## config.mk

```make
export PLATFORM = sky130hd
export DESIGN_NAME = pic_host_ctrl
export DESIGN_NICKNAME = d
export VERILOG_FILES = /design/src/rtl/pic_host_ctrl_pkg.sv /design/src/rtl/pic_int_sync.sv /design/src/rtl/pic_host_ctrl.sv
export SDC_FILE = /design/constraint.sdc
export NUM_CORES = 1
export LEC_CHECK = 0
export BUFFER_PORTS_ARGS = -buffer_cell sky130_fd_sc_hd__buf_2
export CORE_MARGIN = 2
export CORE_UTILIZATION = 52
export CTS_BUF_LIST = sky130_fd_sc_hd__clkbuf_16
export CTS_CLUSTER_SIZE = 8
export DETAILED_ROUTE_END_ITERATION = 12
export GPL_ROUTABILITY_DRIVEN = 0
export GPL_TIMING_DRIVEN = 0
export PLACE_DENSITY = 0.81
export REMOVE_ABC_BUFFERS = 1
export SLEW_MARGIN = 20
export SYNTH_ARGS = -nofsm -noshare
export SYNTH_HDL_FRONTEND = slang
export SYNTH_HIERARCHICAL = 1
export SYNTH_SLANG_ARGS = --single-unit
```

## constraint.sdc

```tcl
create_clock -name clk -period 2.6 [get_ports clk]
set_input_delay 0.52 -clock clk [delete_from_list [all_inputs] [get_ports clk]]
set_output_delay 0.52 -clock clk [all_outputs]
set_load 0.01 [all_outputs]
```

## src/rtl/pic_host_ctrl_pkg.sv

```systemverilog
// Shared state encoding and bus constants for the PIC host-side bus master.
// The auto-EOI state exists only when PIC_HOST_AUTO_EOI_EN is defined.
package pic_host_ctrl_pkg;

    localparam int         STROBE_CYC_DEF = 2;
    localparam int         GAP_CYC_DEF    = 1;
    localparam logic [7:0] OCW2_NS_EOI    = 8'h20;

    typedef enum logic [2:0] {
        ST_IDLE    = 3'd0,
        ST_WR_STB  = 3'd1,
        ST_RD_STB  = 3'd2,
        ST_INTA1   = 3'd3,
        ST_GAP1    = 3'd4,
        ST_INTA2   = 3'd5,
        ST_GAP_END = 3'd6
`ifdef PIC_HOST_AUTO_EOI_EN
        ,
        ST_EOI_STB = 3'd7
`endif
    } host_state_e;

endpackage

```

## src/rtl/pic_int_sync.sv

```systemverilog
// Two-flop synchronizer bringing the PIC INT line into the clk domain.
module pic_int_sync (
    input  logic clk,
    input  logic rst_n,
    input  logic async_in,
    output logic sync_out
);

    logic meta;

    always_ff @(posedge clk or negedge rst_n) begin
        if (!rst_n) begin
            meta     <= 1'b0;
            sync_out <= 1'b0;
        end else begin
            meta     <= async_in;
            sync_out <= meta;
        end
    end

endmodule

```

## src/rtl/pic_host_ctrl.sv

```systemverilog
// Host-side PIC bus master: command read/write cycles and the two-pulse INTA sequence.
// Define PIC_HOST_AUTO_EOI_EN to append a non-specific EOI write after every vector.
module pic_host_ctrl
    import pic_host_ctrl_pkg::*;
#(
    parameter int STROBE_CYC = STROBE_CYC_DEF,
    parameter int GAP_CYC    = GAP_CYC_DEF
) (
    input  logic       clk,
    input  logic       rst_n,
    input  logic       cmd_valid,
    output logic       cmd_ready,
    input  logic       cmd_rd,
    input  logic       cmd_a0,
    input  logic [7:0] cmd_wdata,
    output logic       rsp_valid,
    output logic [7:0] rsp_rdata,
    input  logic       int_en,
    output logic       vec_valid,
    output logic [7:0] vec_data,
    input  logic       INT,
    output logic       CS,
    output logic       WR,
    output logic       RD,
    output logic       A0,
    output logic       INTA,
    output logic [7:0] D_out,
    output logic       D_oe,
    input  logic [7:0] D_in
);

    localparam int MAX_CYC = (STROBE_CYC > GAP_CYC) ? STROBE_CYC : GAP_CYC;
    localparam int CNT_W   = $clog2(MAX_CYC + 1);
    localparam logic [CNT_W-1:0] STB_LOAD = CNT_W'(STROBE_CYC - 1);
    localparam logic [CNT_W-1:0] GAP_LOAD = CNT_W'(GAP_CYC - 1);

    host_state_e      state, state_nxt;
    logic [CNT_W-1:0] cnt, cnt_nxt;
    logic             int_s, int_req, accept, cnt_done;
    logic             wr_phase_nxt, rd_phase_nxt, inta_phase_nxt;
    logic             rd_last, vec_last;
`ifdef PIC_HOST_AUTO_EOI_EN
    logic             eoi_pend, eoi_pend_nxt, eoi_start;
`endif

    pic_int_sync u_int_sync (
        .clk      (clk),
        .rst_n    (rst_n),
        .async_in (INT),
        .sync_out (int_s)
    );

    assign int_req   = int_s & int_en;
    assign cnt_done  = (cnt == '0);
    // Gated by rst_n so the handshake is closed while reset is held.
    assign cmd_ready = rst_n & (state == ST_IDLE) & ~int_req;
    assign accept    = cmd_valid & cmd_ready;
    assign rd_last   = (state == ST_RD_STB) & cnt_done;
    assign vec_last  = (state == ST_INTA2) & cnt_done;

    always_comb begin
        state_nxt = state;
        cnt_nxt   = cnt;
`ifdef PIC_HOST_AUTO_EOI_EN
        eoi_pend_nxt = eoi_pend;
        eoi_start    = 1'b0;
`endif
        if (!cnt_done) begin
            cnt_nxt = cnt - CNT_W'(1);
        end
        case (state)
            ST_IDLE: begin
                if (int_req) begin
                    state_nxt = ST_INTA1;
                    cnt_nxt   = STB_LOAD;
                end else if (accept) begin
                    state_nxt = cmd_rd ? ST_RD_STB : ST_WR_STB;
                    cnt_nxt   = STB_LOAD;
                end
            end
            ST_WR_STB, ST_RD_STB: begin
                if (cnt_done) begin
                    state_nxt = ST_GAP_END;
                    cnt_nxt   = GAP_LOAD;
                end
            end
            ST_INTA1: begin
                if (cnt_done) begin
                    state_nxt = ST_GAP1;
                    cnt_nxt   = GAP_LOAD;
                end
            end
            ST_GAP1: begin
                if (cnt_done) begin
                    state_nxt = ST_INTA2;
                    cnt_nxt   = STB_LOAD;
                end
            end
            ST_INTA2: begin
                if (cnt_done) begin
                    state_nxt = ST_GAP_END;
                    cnt_nxt   = GAP_LOAD;
`ifdef PIC_HOST_AUTO_EOI_EN
                    eoi_pend_nxt = 1'b1;
`endif
                end
            end
            ST_GAP_END: begin
                if (cnt_done) begin
`ifdef PIC_HOST_AUTO_EOI_EN
                    // The EOI write still gets a full gap after INTA2.
                    if (eoi_pend) begin
                        state_nxt    = ST_EOI_STB;
                        cnt_nxt      = STB_LOAD;
                        eoi_pend_nxt = 1'b0;
                        eoi_start    = 1'b1;
                    end else begin
                        state_nxt = ST_IDLE;
                    end
`else
                    state_nxt = ST_IDLE;
`endif
                end
            end
`ifdef PIC_HOST_AUTO_EOI_EN
            ST_EOI_STB: begin
                if (cnt_done) begin
                    state_nxt = ST_GAP_END;
                    cnt_nxt   = GAP_LOAD;
                end
            end
`endif
            default: begin
                state_nxt = ST_IDLE;
                cnt_nxt   = '0;
            end
        endcase

        // Strobes are registered from the next state so the pins never glitch.
`ifdef PIC_HOST_AUTO_EOI_EN
        wr_phase_nxt = (state_nxt == ST_WR_STB) | (state_nxt == ST_EOI_STB);
`else
        wr_phase_nxt = (state_nxt == ST_WR_STB);
`endif
        rd_phase_nxt   = (state_nxt == ST_RD_STB);
        inta_phase_nxt = (state_nxt == ST_INTA1) | (state_nxt == ST_INTA2);
    end

    always_ff @(posedge clk or negedge rst_n) begin
        if (!rst_n) begin
            state     <= ST_IDLE;
            cnt       <= '0;
            CS        <= 1'b1;
            WR        <= 1'b1;
            RD        <= 1'b1;
            INTA      <= 1'b1;
            A0        <= 1'b0;
            D_oe      <= 1'b0;
            D_out     <= 8'h00;
            rsp_valid <= 1'b0;
            vec_valid <= 1'b0;
            rsp_rdata <= 8'h00;
            vec_data  <= 8'h00;
`ifdef PIC_HOST_AUTO_EOI_EN
            eoi_pend  <= 1'b0;
`endif
        end else begin
            state     <= state_nxt;
            cnt       <= cnt_nxt;
            CS        <= ~(wr_phase_nxt | rd_phase_nxt);
            WR        <= ~wr_phase_nxt;
            RD        <= ~rd_phase_nxt;
            INTA      <= ~inta_phase_nxt;
            D_oe      <= wr_phase_nxt;
            rsp_valid <= rd_last;
            vec_valid <= vec_last;
            if (rd_last) begin
                rsp_rdata <= D_in;
            end
            if (vec_last) begin
                vec_data <= D_in;
            end
            if (accept) begin
                A0    <= cmd_a0;
                D_out <= cmd_wdata;
            end
`ifdef PIC_HOST_AUTO_EOI_EN
            else if (eoi_start) begin
                A0    <= 1'b0;
                D_out <= OCW2_NS_EOI;
            end
            eoi_pend <= eoi_pend_nxt;
`endif
        end
    end

endmodule
```

==> results.toml <==
[outcome]
status = "finished, final reports clean"

[worst_setup_path]
crit_chain = "buf_2 > and3_2 > buf_2"
slowest_delay_ps = 700
crit_path_frequent_cell = "buf_2"
slowest_stage = "buf_2"
crit_path_start_kind = "input pin"
required_ps = 2080
worst-path-max-fanout = 44
cp-end-kind = "output port"
crit_type = "in -> out"
arrival_ps = 1690

[place]
placed_area_mm2 = 0.00193
io_buffers = 55
dpl.hpwl_um = 2250
dp_slack_ps = 302
dp.cells = 202

[clock_tree]
cts_buffers = 5
htreeDepth = 2
cts.clk_slew.worst_paths_ps = 50
cts_root_buffer = "clkbuf_16"
cts_hold_buf = 0
cts_tree = "done"
clk_latency_ps = 270
cts.path.max_buffers = 2
cts.repair.resized = 0
cts_setup_buffers = 0
cts_sinks = 39

[flow_run]
maxCapViolCount = 0

[yosys]
ys_top_cells_by_area = "dfrtp_1 54%, mux2_2 17%, dfstp_2 6.5%, a32oi_1 1.6%, nand4_4 1.3%"
yosys_most_used_dff = "dfrtp_1"
synth-seq-cells = 39
synth_seq_area_share_pct = 60.4
synth_edf_count = 0
ys_types = 36
avgSynthCellArea_um2 = 13.9
syn-cell-area_mm2 = 0.00162
yosysTopAreaCell = "dfrtp_1"
synth_top_area_share_pct = 54.0
synth_warnings = 6
synthCells = 117
synth-async-reset-ratio_pct = 100

[timing]
worst_pin_slew_ps = 939
finClkSkew_ps = 4.20
grt_setup_unrepaired = "false"
final-hold-violation-count = 0
setup_viol = 0
setup_tns_ps = 0
slew_headroom_pct = 37.4
hold_slack_ps = 351
finalCriticalPeriod_ps = 2210
setup_slack_ps = 390
report.final.slew_viol_count = 0
post-route-period-util_pct = 85.0
clock.fmax_ghz = 0.452

[routing]
finalWirelength_um = 3190
vias = 1149
dr.first_iter.drc_count = 14
vias_per_cell = 5.47
drc = 0
drtAntennaViolNets = 0
dr.pass1.iters = 4
wl_per_cell_um = 15.2

[power_and_ir_drop]
powerDensity_mw_per_mm2 = 1260
p_total_mw = 2.64
p_seq_share_pct = 40.9
p_int_mw = 1.78
switching_share_pct = 32.5
leakagePower_nw = 1.02
p_switching_mw = 0.857
clock_power_share_pct = 25.0
comb_power_share_pct = 34.0
ir_worst_vdd_mv = 0.757

[global_route]
grt_pass1_wl_um = 5010
antenna_found_initial = 0
grt_pass1_vias = 1160
track_usage_pct = 19.5
grt_max_degree = 45
grt_overflow = 0

[final_layout]
fillerInstances = 220
final_common_cell = "buf_2"
final_nets = 199
drive_gt1_share_pct = 57.6
ff_latch_area_um2 = 981
layout_common_cells = "55 x buf_2, 35 x dfrtp_1, 25 x mux2_2"
fin_util_pct = 69.6
diodes = 0
stdcell_area_mm2 = 0.00209
area_growth_pct = 28.8
multi_input_area_um2 = 609
layoutNonFillerInstCount = 210

[floorplan]
die_w_um = 59.9
coreArea_mm2 = 0.00300
rows = 20
start_util_pct = 54.0
dieArea_mm2 = 0.00358
io_pins = 56
chipHeight_um = 59.9

[worst_hold_path]
hp-class = "reg -> reg"
-- per-layer routing --
| layer | wire [um] | track usage [%] | vias to the layer above |
|---|---|---|---|
| li1 | - | - | 543 |
| met1 | 1270 | 22.9 | 554 |
| met2 | 1710 | 33.4 | 47 |
| met3 | 167 | 5.63 | 5 |
| met4 | 43 | 7.94 | 0 |
| met5 | 0 | 0 | - |
-- worst max-delay path: cells and delay by family --
kind | cells | cell delay [ps]
and+or+nand+nor | 1 | 330
buffers and inverters | 2 | 830
-- state kept, by name (all words and copies together), names as in the netlist, 2 cells and up --
signal	count
D_out	8
rsp_rdata	8
vec_data	8
state	3
cnt	2
-- final timing paths --
check / start / end / slack, ps / cells past startpoint
max in group asynchronous: rst_n / cnt[0]$_DFF_PN0_ / 1620 / 1
max reg2reg: state[0]$_DFF_PN0_ / D_out[7]$_DFFE_PN0P_ / 920 / 3
min reg2reg: u_int_sync/meta$_DFF_PN0_ / u_int_sync/sync_out$_DFF_PN0_ / 350 / 0
min: u_int_sync/meta$_DFF_PN0_ / u_int_sync/sync_out$_DFF_PN0_ / 350 / 0
max: rst_n / cmd_ready / 390 / 3
min in group asynchronous: rst_n / D_oe$_DFF_PN0_ / 380 / 1
-- layout make-up --
cell class                      count  area share (%)
Inverter                            5           0.898
Clock inverter                      3            1.86
Tap cell                           33            1.98
Timing Repair Buffer               55            13.2
Multi-Input combinational cell     70            29.2
Clock buffer                        5            5.99
Sequential cell                    39            46.9
-- synth_stat cells, types with 2 or more instances --
master / instances
a211o_1: 2
a32oi_1: 3
and3_1: 3
buf_2: 2
dfrtp_1: 35
dfstp_2: 4
inv_1: 5
mux2_2: 25
nand2_1: 3
nand3_1: 2
nand3_2: 2
nor2_1: 4
nor2_2: 2
o21ai_0: 3
-- logic make-up after synthesis --
family / Yosys count / synth area share (%)
muxes: 26 / 18.0
and+or+nand+nor: 26 / 11.1
buffers and inverters: 8 / 2.00
adders and majority gates: 1 / 0.617
DFF: 39 / 60.4
xor gates and xnor gates: 1 / 0.540
AOI/OAI and AO/OA: 16 / 7.33
-- power groups by stage --
stage	Sequential [mW]	Combinational, mW	Clock [mW]
final	1.08	0.897	0.659
after global routing	1.12	0.990	0.703
after CTS	1.08	0.908	0.676
after detailed placement	1.08	0.898	0
after global placement	1.06	0.868	0
after floorplan	1.17	0.445	0
(Power assumes the default switching activity.)
